===== src/rtl/ps2_pkg.sv =====
// Shared PS/2 definitions for the host transmit and keyboard receive paths:
// FSM states, default timing at 50 MHz, and frame constants.
package ps2_pkg;

  typedef enum logic [2:0] {
    IDLE,
    INHIBIT,
    REQ,
    BITS,
    ACK,
    WAIT_IDLE,
    FAIL
  } ps2_state_t;

  localparam int INHIBIT_CYCLES_DEF       = 5000;    // 100 us
  localparam int START_TIMEOUT_CYCLES_DEF = 750000;  // 15 ms
  localparam int XFER_TIMEOUT_CYCLES_DEF  = 100000;  // 2 ms

  localparam int CNT_W      = 20;
  localparam int BIT_CNT_W  = 4;
  localparam int HOST_FALLS = 10;  // 8 data + parity + stop, all host-driven
  localparam int FRAME_W    = 10;

  function automatic logic odd_parity(input logic [7:0] d);
    return ~^d;
  endfunction

endpackage


===== src/rtl/ps2_line_sync.sv =====
// Two-flop synchronizer and falling-edge detector for one PS/2 line.
// Flops reset to 1 (idle bus level) so reset release never fakes a fall.
module ps2_line_sync (
  input  logic clock,
  input  logic reset,
  input  logic line_in,
  output logic line_s,
  output logic fall
);

  logic sync_p0;
  logic sync_p1;
  logic prev_p2;

  always_ff @(posedge clock or posedge reset) begin
    if (reset) begin
      sync_p0 <= 1'b1;
      sync_p1 <= 1'b1;
      prev_p2 <= 1'b1;
    end else begin
      sync_p0 <= line_in;
      sync_p1 <= sync_p0;
      prev_p2 <= sync_p1;
    end
  end

  assign line_s = sync_p1;
  assign fall   = prev_p2 & ~sync_p1;

endmodule


===== src/rtl/ps2_host_tx.sv =====
// PS/2 host-to-device transmitter: inhibit, request-to-send, then shifts one
// byte plus odd parity and stop out on device-generated clock falls.
module ps2_host_tx
  import ps2_pkg::*;
#(
  parameter int INHIBIT_CYCLES       = INHIBIT_CYCLES_DEF,
  parameter int START_TIMEOUT_CYCLES = START_TIMEOUT_CYCLES_DEF,
  parameter int XFER_TIMEOUT_CYCLES  = XFER_TIMEOUT_CYCLES_DEF
) (
  input  logic       clock,
  input  logic       reset,
  input  logic       send,
  input  logic [7:0] data_in,
  input  logic       ps2_clk_in,
  input  logic       ps2_dat_in,
  output logic       ps2_clk_oe,
  output logic       ps2_dat_oe,
  output logic       busy,
  output logic       done,
  output logic       error
);

  localparam logic [CNT_W-1:0]     INH_LAST     = CNT_W'(INHIBIT_CYCLES - 1);
  localparam logic [CNT_W-1:0]     START_LAST   = CNT_W'(START_TIMEOUT_CYCLES - 1);
  localparam logic [CNT_W-1:0]     XFER_LAST    = CNT_W'(XFER_TIMEOUT_CYCLES - 1);
  localparam logic [BIT_CNT_W-1:0] LAST_BIT_CNT = BIT_CNT_W'(HOST_FALLS - 2);

  function automatic logic [CNT_W-1:0] sat_inc(input logic [CNT_W-1:0] v);
    return (&v) ? v : v + 1'b1;
  endfunction

  ps2_state_t           state;
  logic [CNT_W-1:0]     cnt;
  logic [BIT_CNT_W-1:0] bit_cnt;
  logic [FRAME_W-1:0]   frame;
  logic                 clk_s;
  logic                 clk_fall;
  logic                 dat_s;
  logic                 dat_fall_unused;
  logic                 accept;
  logic                 shift_en;
  logic                 go_fail;

  ps2_line_sync u_clk_sync (
    .clock   (clock),
    .reset   (reset),
    .line_in (ps2_clk_in),
    .line_s  (clk_s),
    .fall    (clk_fall)
  );

  ps2_line_sync u_dat_sync (
    .clock   (clock),
    .reset   (reset),
    .line_in (ps2_dat_in),
    .line_s  (dat_s),
    .fall    (dat_fall_unused)
  );

  assign accept   = (state == IDLE) && send;
  assign shift_en = clk_fall && ((state == REQ) || (state == BITS));

  always_comb begin
    go_fail = 1'b0;
    case (state)
      REQ:             go_fail = !clk_fall && (cnt == START_LAST);
      BITS, WAIT_IDLE: go_fail = (cnt >= XFER_LAST);
      ACK:             go_fail = (cnt >= XFER_LAST) || (clk_fall && dat_s);
      default:         go_fail = 1'b0;
    endcase
  end

  // Frame is {stop, parity, data}; bit 0 is always the next bit to drive.
  always_ff @(posedge clock) begin
    if (accept) begin
      frame <= {1'b1, odd_parity(data_in), data_in};
    end else if (shift_en) begin
      frame <= {1'b1, frame[FRAME_W-1:1]};
    end
  end

  always_ff @(posedge clock or posedge reset) begin
    if (reset) begin
      state      <= IDLE;
      ps2_clk_oe <= 1'b0;
      ps2_dat_oe <= 1'b0;
      busy       <= 1'b0;
      done       <= 1'b0;
      error      <= 1'b0;
      cnt        <= '0;
      bit_cnt    <= '0;
    end else begin
      done  <= 1'b0;
      error <= 1'b0;
      case (state)
        IDLE: begin
          ps2_clk_oe <= 1'b0;
          ps2_dat_oe <= 1'b0;
          if (send) begin
            state      <= INHIBIT;
            busy       <= 1'b1;
            ps2_clk_oe <= 1'b1;
            cnt        <= '0;
          end
        end
        INHIBIT: begin
          if (cnt == INH_LAST) begin
            state      <= REQ;
            ps2_clk_oe <= 1'b0;
            ps2_dat_oe <= 1'b1;
            cnt        <= '0;
          end else begin
            cnt <= sat_inc(cnt);
          end
        end
        REQ: begin
          cnt <= sat_inc(cnt);
          // First device fall: drive data bit 0 and start the transfer timer.
          if (clk_fall) begin
            state      <= BITS;
            ps2_dat_oe <= ~frame[0];
            bit_cnt    <= '0;
            cnt        <= '0;
          end
        end
        BITS: begin
          cnt <= sat_inc(cnt);
          if (clk_fall) begin
            ps2_dat_oe <= ~frame[0];
            bit_cnt    <= bit_cnt + 1'b1;
            if (bit_cnt == LAST_BIT_CNT) begin
              state <= ACK;
            end
          end
        end
        ACK: begin
          cnt <= sat_inc(cnt);
          if (clk_fall) begin
            state <= WAIT_IDLE;
          end
        end
        WAIT_IDLE: begin
          cnt <= sat_inc(cnt);
          if (clk_s && dat_s) begin
            state <= IDLE;
            busy  <= 1'b0;
            done  <= 1'b1;
          end
        end
        FAIL: begin
          state <= IDLE;
        end
        default: begin
          state <= IDLE;
        end
      endcase
      if (go_fail) begin
        state      <= FAIL;
        ps2_clk_oe <= 1'b0;
        ps2_dat_oe <= 1'b0;
        busy       <= 1'b0;
        done       <= 1'b0;
        error      <= 1'b1;
      end
    end
  end

endmodule


===== config.mk =====
export PLATFORM = sky130hd
export DESIGN_NAME = ps2_host_tx
export DESIGN_NICKNAME = d
export VERILOG_FILES = /design/src/rtl/ps2_pkg.sv /design/src/rtl/ps2_line_sync.sv /design/src/rtl/ps2_host_tx.sv
export SDC_FILE = /design/constraint.sdc
export NUM_CORES = 1
export LEC_CHECK = 0
export BUFFER_PORTS_ARGS = -buffer_cell sky130_fd_sc_hd__buf_2
export CAP_MARGIN = 30
export CORE_UTILIZATION = 30
export DETAILED_ROUTE_END_ITERATION = 12
export PLACE_DENSITY = 0.43
export REMOVE_ABC_BUFFERS = 1
export SYNTH_ARGS = -nofsm -noshare
export SYNTH_HDL_FRONTEND = slang
export SYNTH_SLANG_ARGS = --single-unit

===== constraint.sdc =====
create_clock -name clock -period 4.9 [get_ports clock]
set_input_delay 0.245 -clock clock [delete_from_list [all_inputs] [get_ports clock]]
set_output_delay 0.245 -clock clock [all_outputs]
set_load 0.02 [all_outputs]

==> reports/metrics.cfg, run 1 <==
[power_and_ir_drop]
p_leak_nw=1.11
p_sw_share_pct=30.8
share_seq_of_total_power_pct=55.8
comb_power_share_pct=14.1
power.share.clock_pct=30.1
vdd.ir_drop.worst_mv=0.113
netSwitchingPower_mw=0.258
p_per_area_mw_per_mm2=286
cell_internal_pwr_mw=0.580

[route]
antenna_violating_nets_post_route=0
postRouteWirelength_um=6120
first_pass_iters=4
drt_drc_violations_left=0
detail_route.iter0.violations=176
wl_per_cell_um=15.6
vias=2101
routed_via_density=5.35

[placed_design]
dp_hpwl_um=4380
dpl.cell_count=385
io_buffer_count=17
gp_congestion=0.749

[grt]
global_route_wire_length_before_repair_um=10500
grt_util_all_layers_pct=14.7
grt_pass1_vias=2028
grt_max_degree=38
antenna_found_initial=0
grt_overflow=0

[yosys]
yosys_most_used_dff=dfrtp_1
syn-cell-area_mm2=0.00267
synth-simple-area-share_pct=25.9
synth.largest_area_cell=dfrtp_1
ranking_of_synthesized_cells_by_area=dfrtp_1 30%, edfxtp_1 10%, dfstp_2 4.9%
ys_seq_elements=46
yosysTopAreaCellShare_pct=30.0
postSynthAreaPerCell_um2=9.86
yosys.area_share.xor_xnor_pct=4.59
multiplexer_share_of_the_synthesized_area_pct=4.12
seq_area_frac_synth_pct=45.0
yosys.area_share.adder_pct=1.40
ys_types=65
ys_async_sr_fraction_pct=80.4
synth_compound_gate_area_share_pct=15.7
synth-warning-count=0
number_of_instances_in_the_synthesized_netlist=271
yosysMostFrequentCell=dfrtp_1
largest_family_of_logic_cells_by_synthesized_area=simple AND/OR/NAND/NOR gates
synth_commonest_cells=32 x dfrtp_1, 21 x nand2_1, 19 x nor2_1
number_of_enable_flip_flop_cells_after_synthesis=9

[critical_path]
largest_driver_fanout_on_the_critical_path=21
start_kind=flop
critPathKind=flop to flop
crit_arrival_ns=2.37
crit_path_end_kind=flop
cp_data_required_time_ns=4.88

[run_status]
run_status=complete, no violations

[timing]
hold_slack_ns=0.0251
fin_setup_tns_ns=0
fin_crit_ns=2.39
fin_worst_skew_ns=0.0117
finalSetupViolCount=0
worstMarginPinSlew_ns=0.845
min_period_over_period_pct=48.8
hold_viol_final=0
max_freq_mhz=419
rsz0062_at_grt=false
timing.max_slew.rel_slack_pct=43.4
slew_viol_final=0

[floorplanning]
io_pins=18
standard_cell_core_area_mm2=0.00868
rows=34
initial_utilization_pct=30.8
die-height_um=96.4
design.die.area_mm2=0.00929
die_width_um=96.4

[layout]
final_layout_size_suffix_gt1_share_pct=20.7
final-instance-count-excl-fill=393
layout.core_utilization_pct=33.7
insertedDiodeCount=0
design.final.nets=300
fillers=925
area_growth_syn_to_fin_pct=9.55

[clock_network]
worstSkewPairLatency_ns=0.31
cts_repair_resize_count=0
ctsHtreeMaxLevel=2
cts_tree=yes
postCtsSetupRepairBufs=0
tritoncts_num_sinks=46
worst_setup_hold_path_clk_slew_ns=0.10
cts-hold-fix-buffers=0
cts_buffer_depth=2
cts_root_buffer=clkbuf_8
number_of_buffers_created_by_cts=5

[min_path]
hold_path.class=primary input to async pin

[flow_run]
max_cap_violations=0

-- path summary, 6_finish.rpt --
| check | startpoint | to | slack [ns] | cells after the start |
|---|---|---|---|---|
| max in group asynchronous | reset | u_clk_sync.line_s | 4.52 | 3 |
| min | reset | bit_cnt[0] | 0.03 | 3 |
| min in group clock | ps2_dat_in | u_dat_sync.sync_p0 | 0.03 | 1 |
| max reg2reg | state[0] | frame[8] | 2.51 | 4 |
| min reg2reg | u_clk_sync.sync_p0 | u_clk_sync.line_s | 0.36 | 0 |
| max | state[0] | frame[8] | 2.51 | 4 |
-- state kept, by name, summed over array words and instances (netlist names) --
register / cells
ps2_dat_oe: 1
u_dat_sync.line_s: 1
busy: 1
error: 1
state: 3
u_clk_sync.sync_p0: 1
u_clk_sync.prev_p2: 1
done: 1
cnt: 20
u_clk_sync.line_s: 1
u_dat_sync.sync_p0: 1
bit_cnt: 4
frame: 9
ps2_clk_oe: 1
-- per-layer routing --
layer  GRT usage (%)  vias up  share of wire [%]
li1                -     1028                  -
met1            20.6     1024                 50
met2            22.8       39                 45
met3            2.97       10                3.2
met4            4.66        0                1.6
met5               0        -                  0
-- power groups by stage --
stage	Clock [mW]	Sequential, mW	Combinational (mW)
after CTS	0.266	0.467	0.120
after floorplan	0	0.462	0.0885
after global routing	0.279	0.474	0.135
final	0.252	0.467	0.118
after global placement	0	0.474	0.117
after detailed placement	0	0.474	0.118
-- final cells by class --
cell class              count  area [um^2]  share of cell area [%]
flip-flops and latches     46         1200                    41.1
clock buffers               5         68.8                    2.35
well taps                 108          135                    4.62
clock inverters             3         25.0                   0.855
multi-input cells         207         1380                    47.2
inverters                   6         22.5                   0.769
repair buffers             18         92.6                    3.16
-- through the flow --
step,power [mW],setup slack [ns],cell area [um^2]
floorplan,0.550,2.85,2610
global placement,0.591,2.52,2830
CTS,0.853,2.42,2930
global route,0.888,2.17,2930
finish,0.838,2.51,2930
detailed placement,0.593,2.46,2830
-- layout by cell type, fill, tap and decap left out, types with 2 or more instances in the layout --
cell      netlist  final
xor2_1          3      3
buf_2           4     17
inv_1           6      6
o22ai_1         2      2
o21ai_0        15     15
nand3_2         4      4
or4_1           6      6
nand4_1         2      2
a21oi_1        18     18
o22a_1          3      3
nor2b_1         6      6
edfxtp_1        9      9
or2_1           2      2
a31oi_1         2      2
nand3_1        11     11
nor2_1         19     19
nor3_1          8      8
o211ai_1        4      4
and3_1          3      3
and3_2          2      2
or3_1           4      4
mux2_2          8      8
o31ai_1         4      4
dfstp_2         5      5
or2_2           2      2
ha_1            3      3
a21o_1          2      2
nor4_1          7      7
clkbuf_8        0      5
nand2b_1        3      3
nand3b_1        2      2
nand2_1        21     21
mux2i_1         2      2
nor3_2          2      2
dfrtp_1        32     32
xnor2_1        11     11
-- cells by family after synthesis --
group,count (synthesis)
XOR/XNOR,14
AND/OR/NAND/NOR,116
AO/OA/AOI/OAI,64
adder cells (fa/ha/maj),3
buffers and inverters,18
flip-flops,46
multiplexers,10
-- worst max-delay path, cell delays in order, from the launching register on --
cell	delay (ns)
dfrtp_1	0.72
o21ai_0	0.18
nor2_1	0.67
inv_1	0.15
nand2_1	0.35
No activity file was read; power rests on OpenSTA's default activity.
==> run 2, diff against run 1 <==
--- a/config.mk
+++ b/config.mk
@@ -9,7 +9,7 @@
 export CAP_MARGIN = 30
 export CORE_UTILIZATION = 30
 export DETAILED_ROUTE_END_ITERATION = 12
-export PLACE_DENSITY = 0.43
+export PLACE_DENSITY = 0.45
 export REMOVE_ABC_BUFFERS = 1
 export SYNTH_ARGS = -nofsm -noshare
 export SYNTH_HDL_FRONTEND = slang
==> constraint.sdc (replaced) <==
create_clock -name clock -period 1.9 [get_ports clock]
set_input_delay 0.095 -clock clock [delete_from_list [all_inputs] [get_ports clock]]
set_output_delay 0.095 -clock clock [all_outputs]
set_load 0.02 [all_outputs]
==> reports/metrics.cfg, run 2 (synthesized netlist as in run 1, its figures left out) <==
[run_status]
run_status=finished, violations left
violations_in_the_final_reports=setup timing

[timing]
rsz0062_at_grt=true
hold_viol_final=0  ; unchanged
worstMarginPinSlew_ns=0.494  ; -0.351 ns
max_freq_mhz=512  ; +22%
fin_setup_tns_ns=-0.162  ; -0.162 ns
min_period_over_period_pct=103  ; +54 points
final_critical_path_setup_slack_ns=-0.0540  ; -2.57 ns
finalSetupViolCount=8  ; +8
timing.max_slew.rel_slack_pct=67.1  ; +24 points
slew_viol_final=0  ; unchanged
fin_crit_ns=1.95  ; -0.435 ns
fin_worst_skew_ns=0.00989  ; -0.00178 ns

[layout]
final_layout_size_suffix_gt1_share_pct=42.5  ; +22 points
final-instance-count-excl-fill=449  ; +14%
layout.cells.most_common_list=47 x buf_4, 25 x dfrtp_1, 20 x nand2_1
design.final.nets=356  ; +19%
insertedDiodeCount=0  ; unchanged
area_growth_syn_to_fin_pct=32.9
largest_register_ff_count=20  ; unchanged
fillers=878  ; -5.1%
reg_top3=cnt x20, frame x9, bit_cnt x4
max_flop_register=cnt
layout.core_utilization_pct=40.9  ; +7.2 points
layout.cells.most_common=buf_4

[placed_design]
dp_hpwl_um=4950  ; +13%
gp_congestion=0.807  ; +7.8%
dpl.cell_count=431  ; +12%
io_buffer_count=17  ; unchanged

[power_and_ir_drop]
p_per_area_mw_per_mm2=676  ; +140%
netSwitchingPower_mw=0.742  ; +190%
power.share.clock_pct=26.9  ; -3.2 points
p_leak_nw=1.41  ; +27%
vdd.ir_drop.worst_mv=0.299  ; +160%
comb_power_share_pct=23.7  ; +9.6 points
p_sw_share_pct=30.9  ; +0.13 points
power_mw=2.40  ; +190%
cell_internal_pwr_mw=1.66  ; +190%
share_seq_of_total_power_pct=49.4  ; -6.4 points

[critical_path]
start_kind=flop
cp_data_required_time_ns=2.10  ; -2.78 ns
crit_arrival_ns=2.15  ; -0.22 ns
critPathKind=flop to flop
crit_path_end_kind=flop
path_cells=ha_2 > and3_4 > a2111oi_4 > o21ai_1 > a221o_2 > or2_1
critical-path-max-stage-delay_ns=0.44  ; -0.28 ns
largest_driver_fanout_on_the_critical_path=7  ; -67%
crit_slowest_cell=a221o_2

[clock_network]
worst_setup_hold_path_clk_slew_ns=0.10  ; about the same
ctsHtreeMaxLevel=2  ; unchanged
cts_tree=yes
tritoncts_num_sinks=46  ; unchanged
cts_buffer_depth=2  ; unchanged
cts_root_buffer=clkbuf_8
number_of_buffers_created_by_cts=5  ; unchanged
worstSkewPairLatency_ns=0.31  ; about the same

[route]
wl_per_cell_um=15.6  ; +0.44%
antenna_violating_nets_post_route=0  ; unchanged
detail_route.iter0.violations=131  ; -26%
postRouteWirelength_um=7020  ; +15%
drt_drc_violations_left=0  ; unchanged
routed_via_density=5.18  ; -3.1%
first_pass_iters=4  ; unchanged
vias=2325  ; +11%

[min_path]
hold_path.class=primary input to flop

[grt]
grt_pass1_vias=2353  ; +16%
global_route_wire_length_before_repair_um=11800  ; +12%
grt_use_met3_pct=2.82  ; -0.16 points
grt_max_degree=38  ; unchanged
global_route_hottest_layer=met2
grt_util_met2_pct=26.8  ; +4.1 points
met1_usage_pct=23.7  ; +3.1 points
antenna_found_initial=0  ; unchanged
grt_overflow=0  ; unchanged
grt_util_all_layers_pct=16.9  ; +2.2 points

[floorplanning]
die_width_um=96.4  ; unchanged
io_pins=18  ; unchanged
rows=34  ; unchanged
initial_utilization_pct=30.8  ; unchanged
design.die.area_mm2=0.00929  ; unchanged
standard_cell_core_area_mm2=0.00868  ; unchanged
die-height_um=96.4  ; unchanged

[flow_run]
max_cap_violations=0  ; unchanged

## run 2: power groups by stage
stage / logic (mW) / registers (mW) / clock network (mW)
6_report: 0.568 / 1.19 / 0.646
5_1_grt: 0.631 / 1.20 / 0.712
4_1_cts: 0.506 / 1.19 / 0.673
3_5_place_dp: 0.462 / 1.19 / 0
3_3_place_gp: 0.448 / 1.19 / 0
2_1_floorplan: 0.228 / 1.19 / 0
## run 2: what timing repair did
action	CTS	global route
endpoints found under the hold margin	34	0
endpoints found under the setup margin	27	34
gates resized for setup	24	23
cloned	1	0
setup buffers	4	4
hold buffers	3	0
pin swaps	15	10
## run 2: worst paths after layout
path	from	end	slack (ns)	cells past startpoint
min in group asynchronous	reset	bit_cnt[3]	0.43	4
max reg2reg	cnt[0]	state[2]	-0.05	6
max	cnt[0]	state[2]	-0.05	6
max in group asynchronous	reset	cnt[19]	1.09	4
min reg2reg	u_dat_sync.sync_p0	u_dat_sync.line_s	0.36	0
min	data_in[1]	frame[1]	0.11	2
## run 2: layout make-up
type | instances | area (um^2) | area share (%)
multi-input combinational | 207 | 1530 | 43.0
sequential | 46 | 1210 | 34.1
timing repair buffer | 74 | 564 | 15.9
tap | 108 | 135 | 3.80
clock buffer | 5 | 68.8 | 1.94
clock inverter | 3 | 23.8 | 0.669
inverter | 6 | 22.5 | 0.634
## run 2: layer usage
layer / wire length [um] / vias to the layer above / share of wire [%]
met5: 0 / - / 0
met4: 115 / 0 / 1.6
met3: 141 / 10 / 2.0
met2: 3250 / 27 / 46
met1: 3520 / 1148 / 50
li1: - / 1140 / -
## run 2: metrics by stage
step / instance area [um^2] / setup slack (ns) / hold WS (ns)
after floorplan: 2610 / -0.150 / 0.0995
after global placement: 3220 / -0.228 / 0.200
after detailed placement: 3220 / -0.270 / 0.201
after CTS: 3490 / -0.0192 / 0.101
after global routing: 3550 / -0.116 / 0.0982
final: 3550 / -0.0540 / 0.105
## run 2: critical path: cells and delay by family (launching register included)
family	cells	cell delay (ns)
adder cells (fa/ha/maj)	1	0.22
flip-flops	1	0.41
AO/OA/AOI/OAI	3	0.82
AND/OR/NAND/NOR	2	0.39
==> run 3, diff against run 2 <==
--- a/config.mk
+++ b/config.mk
@@ -9,7 +9,9 @@
 export CAP_MARGIN = 30
 export CORE_UTILIZATION = 30
 export DETAILED_ROUTE_END_ITERATION = 12
-export PLACE_DENSITY = 0.45
+export GPL_TIMING_DRIVEN = 1
+export PLACE_DENSITY_LB_ADDON = 0.1
+export RECOVER_POWER = 100
 export REMOVE_ABC_BUFFERS = 1
 export SYNTH_ARGS = -nofsm -noshare
 export SYNTH_HDL_FRONTEND = slang
==> reports/metrics.cfg, run 3 (synthesized netlist as in run 1, its figures left out) <==
[power_and_ir_drop]
p_leak_nw=1.41  ; about the same
p_per_area_mw_per_mm2=671  ; -0.71%
vdd.ir_drop.worst_mv=0.442  ; +48%
power_mw=2.38  ; -0.71%

[floorplanning]
standard_cell_core_area_mm2=0.00868  ; unchanged
io_pins=18  ; unchanged
die-height_um=96.4  ; unchanged
initial_utilization_pct=30.8  ; unchanged
die_width_um=96.4  ; unchanged
rows=34  ; unchanged
design.die.area_mm2=0.00929  ; unchanged

[critical_path]
cp_data_required_time_ns=2.11  ; about the same
largest_driver_fanout_on_the_critical_path=7  ; unchanged
critPathKind=flop to flop
reg_to_reg_endpoint=cnt[18]
start_kind=flop
crit_slowest_cell=or4_4
timing.critical_path.from=cnt[1]
timing.reg2reg.worst_path_depth=7  ; +1
worst-r2r-setup-slack_ns=-0.05  ; about the same
critical-path-max-stage-delay_ns=0.58  ; +0.14 ns
endpoint=cnt[18]
path_cells=ha_2 > buf_6 > nand3_4 > or4_4 > nor4_2 > a21oi_1 > o22a_1
crit_arrival_ns=2.16  ; about the same
crit_path_end_kind=flop
timing.rr.start=cnt[1]

[clock_network]
worstSkewPairLatency_ns=0.31  ; about the same
ctsHtreeMaxLevel=2  ; unchanged
worst_setup_hold_path_clk_slew_ns=0.10  ; about the same
cts_tree=yes
number_of_buffers_created_by_cts=5  ; unchanged
tritoncts_num_sinks=46  ; unchanged
cts_buffer_depth=2  ; unchanged
cts_root_buffer=clkbuf_8

[timing]
rsz0062_at_grt=true
slew_viol_final=0  ; unchanged
fin_crit_ns=1.95  ; -0.00207 ns
min_period_over_period_pct=103  ; -0.11 points
finalSetupViolCount=5  ; -3
final_critical_path_setup_slack_ns=-0.0520  ; +0.00207 ns
max_freq_mhz=512  ; +0.11%
fin_worst_skew_ns=0.00457  ; -0.00531 ns
timing.max_slew.rel_slack_pct=33.5  ; -34 points
fin_setup_tns_ns=-0.137  ; +0.0245 ns
worstMarginPinSlew_ns=0.998  ; +0.504 ns
hold_viol_final=0  ; unchanged
hold_slack_ns=0.109  ; +0.00442 ns

[layout]
reg_top3=cnt x20, frame x9, bit_cnt x4
layout.cells.most_common=buf_4
fillers=906  ; +3.2%
largest_register_ff_count=20  ; unchanged
stdcell_area_mm2=0.00355  ; unchanged
final-instance-count-excl-fill=451  ; +0.45%
final_layout_size_suffix_gt1_share_pct=39.4  ; -3.2 points
layout.core_utilization_pct=40.9  ; unchanged
max_flop_register=cnt
design.final.nets=358  ; +0.56%
layout.cells.most_common_list=44 x buf_4, 24 x dfrtp_1, 19 x nand2_1
area_growth_syn_to_fin_pct=32.9  ; unchanged
insertedDiodeCount=0  ; unchanged

[route]
drt_drc_violations_left=0  ; unchanged
routed_via_density=5.16  ; -0.31%
first_pass_iters=4  ; unchanged
detail_route.iter0.violations=176  ; +34%
wl_per_cell_um=16.0  ; +2.3%
postRouteWirelength_um=7220  ; +2.7%
vias=2328  ; +0.13%
antenna_violating_nets_post_route=0  ; unchanged

[placed_design]
dpl.cell_count=428  ; -0.70%
dp_hpwl_um=5020  ; +1.2%
gp_congestion=0.782  ; -3.1%
placement.cell_area_mm2=0.00318  ; -1.1%
pre_cts_ws_ns=-0.271  ; -0.000310 ns
io_buffer_count=17  ; unchanged

[min_path]
hold_path.class=primary input to flop

[grt]
antenna_found_initial=0  ; unchanged
grt_util_all_layers_pct=17.2  ; +0.31 points
grt_pass1_vias=2281  ; -3.1%
grt_overflow=0  ; unchanged
grt_max_degree=38  ; unchanged
global_route_wire_length_before_repair_um=12100  ; +2.2%

[run_status]
run_status=finished, violations left
violations_in_the_final_reports=setup timing

[flow_run]
max_cap_violations=0  ; unchanged

==> run 3: cell count changes in the layout (fill, tap and decap cells not counted), moves of 2 or more <==
cell      previous run  this run
buf_2               17        13
a21oi_1             15        17
nor2_2               8         4
a21oi_2              3         1
nor3_2               4         2
clkbuf_2             0         2
nor3_1               5         7
nor2_1              11        15
clkbuf_1             0         6
buf_4               47        44
==> run 3: how the worst min path moves through the flow <==
stage                          start                  to  slack, ns  cells after the start
after floorplan           ps2_clk_in  u_clk_sync.sync_p0        0.1                      0
after global placement    ps2_dat_in  u_dat_sync.sync_p0       0.20                      1
after detailed placement  ps2_dat_in  u_dat_sync.sync_p0       0.20                      1
after CTS                 data_in[6]            frame[6]        0.1                      2
after global routing      data_in[2]            frame[2]        0.1                      2
final                     data_in[4]            frame[4]       0.11                      2
==> run 3: worst max-delay path, delay by kind of cell, from the launching register on <==
| family | cells | cell delay [ns] |
|---|---|---|
| AO/OA/AOI/OAI | 2 | 0.26 |
| AND/OR/NAND/NOR | 3 | 0.93 |
| flip-flops | 1 | 0.37 |
| adder cells (fa/ha/maj) | 1 | 0.19 |
| buffers and inverters | 1 | 0.11 |
==> run 3: final cells by class <==
type,count,area (um^2),area share [%]
inverter,6,22.5,0.634
clock inverter,3,23.8,0.669
clock buffer,5,68.8,1.94
sequential,46,1210,34.1
timing repair buffer,76,582,16.4
tap,108,135,3.80
multi-input combinational,207,1510,42.4
==> run 3: per-layer routing <==
metal / vias to the layer above / share of wire (%) / GRT usage (%)
met4: 0 / 0.93 / 4.29
met3: 5 / 3.4 / 2.82
met2: 41 / 44 / 25.8
met1: 1135 / 52 / 25.7
met5: - / 0 / 0
li1: 1147 / - / -
==> run 3: what timing repair did <==
item	CTS	global route
hold buffers	3	0
cloned	1	1
endpoints found under the setup margin	27	34
pin swaps	10	10
hold endpoints to repair	34	0
resized for setup	25	21
buffers inserted	4	7
==> run 3: power breakdown <==
part           leakage [nW]  internal [mW]  switching (mW)
clock network        0.0408          0.264           0.386
registers             0.539           1.09          0.0974
logic                 0.831          0.296           0.251
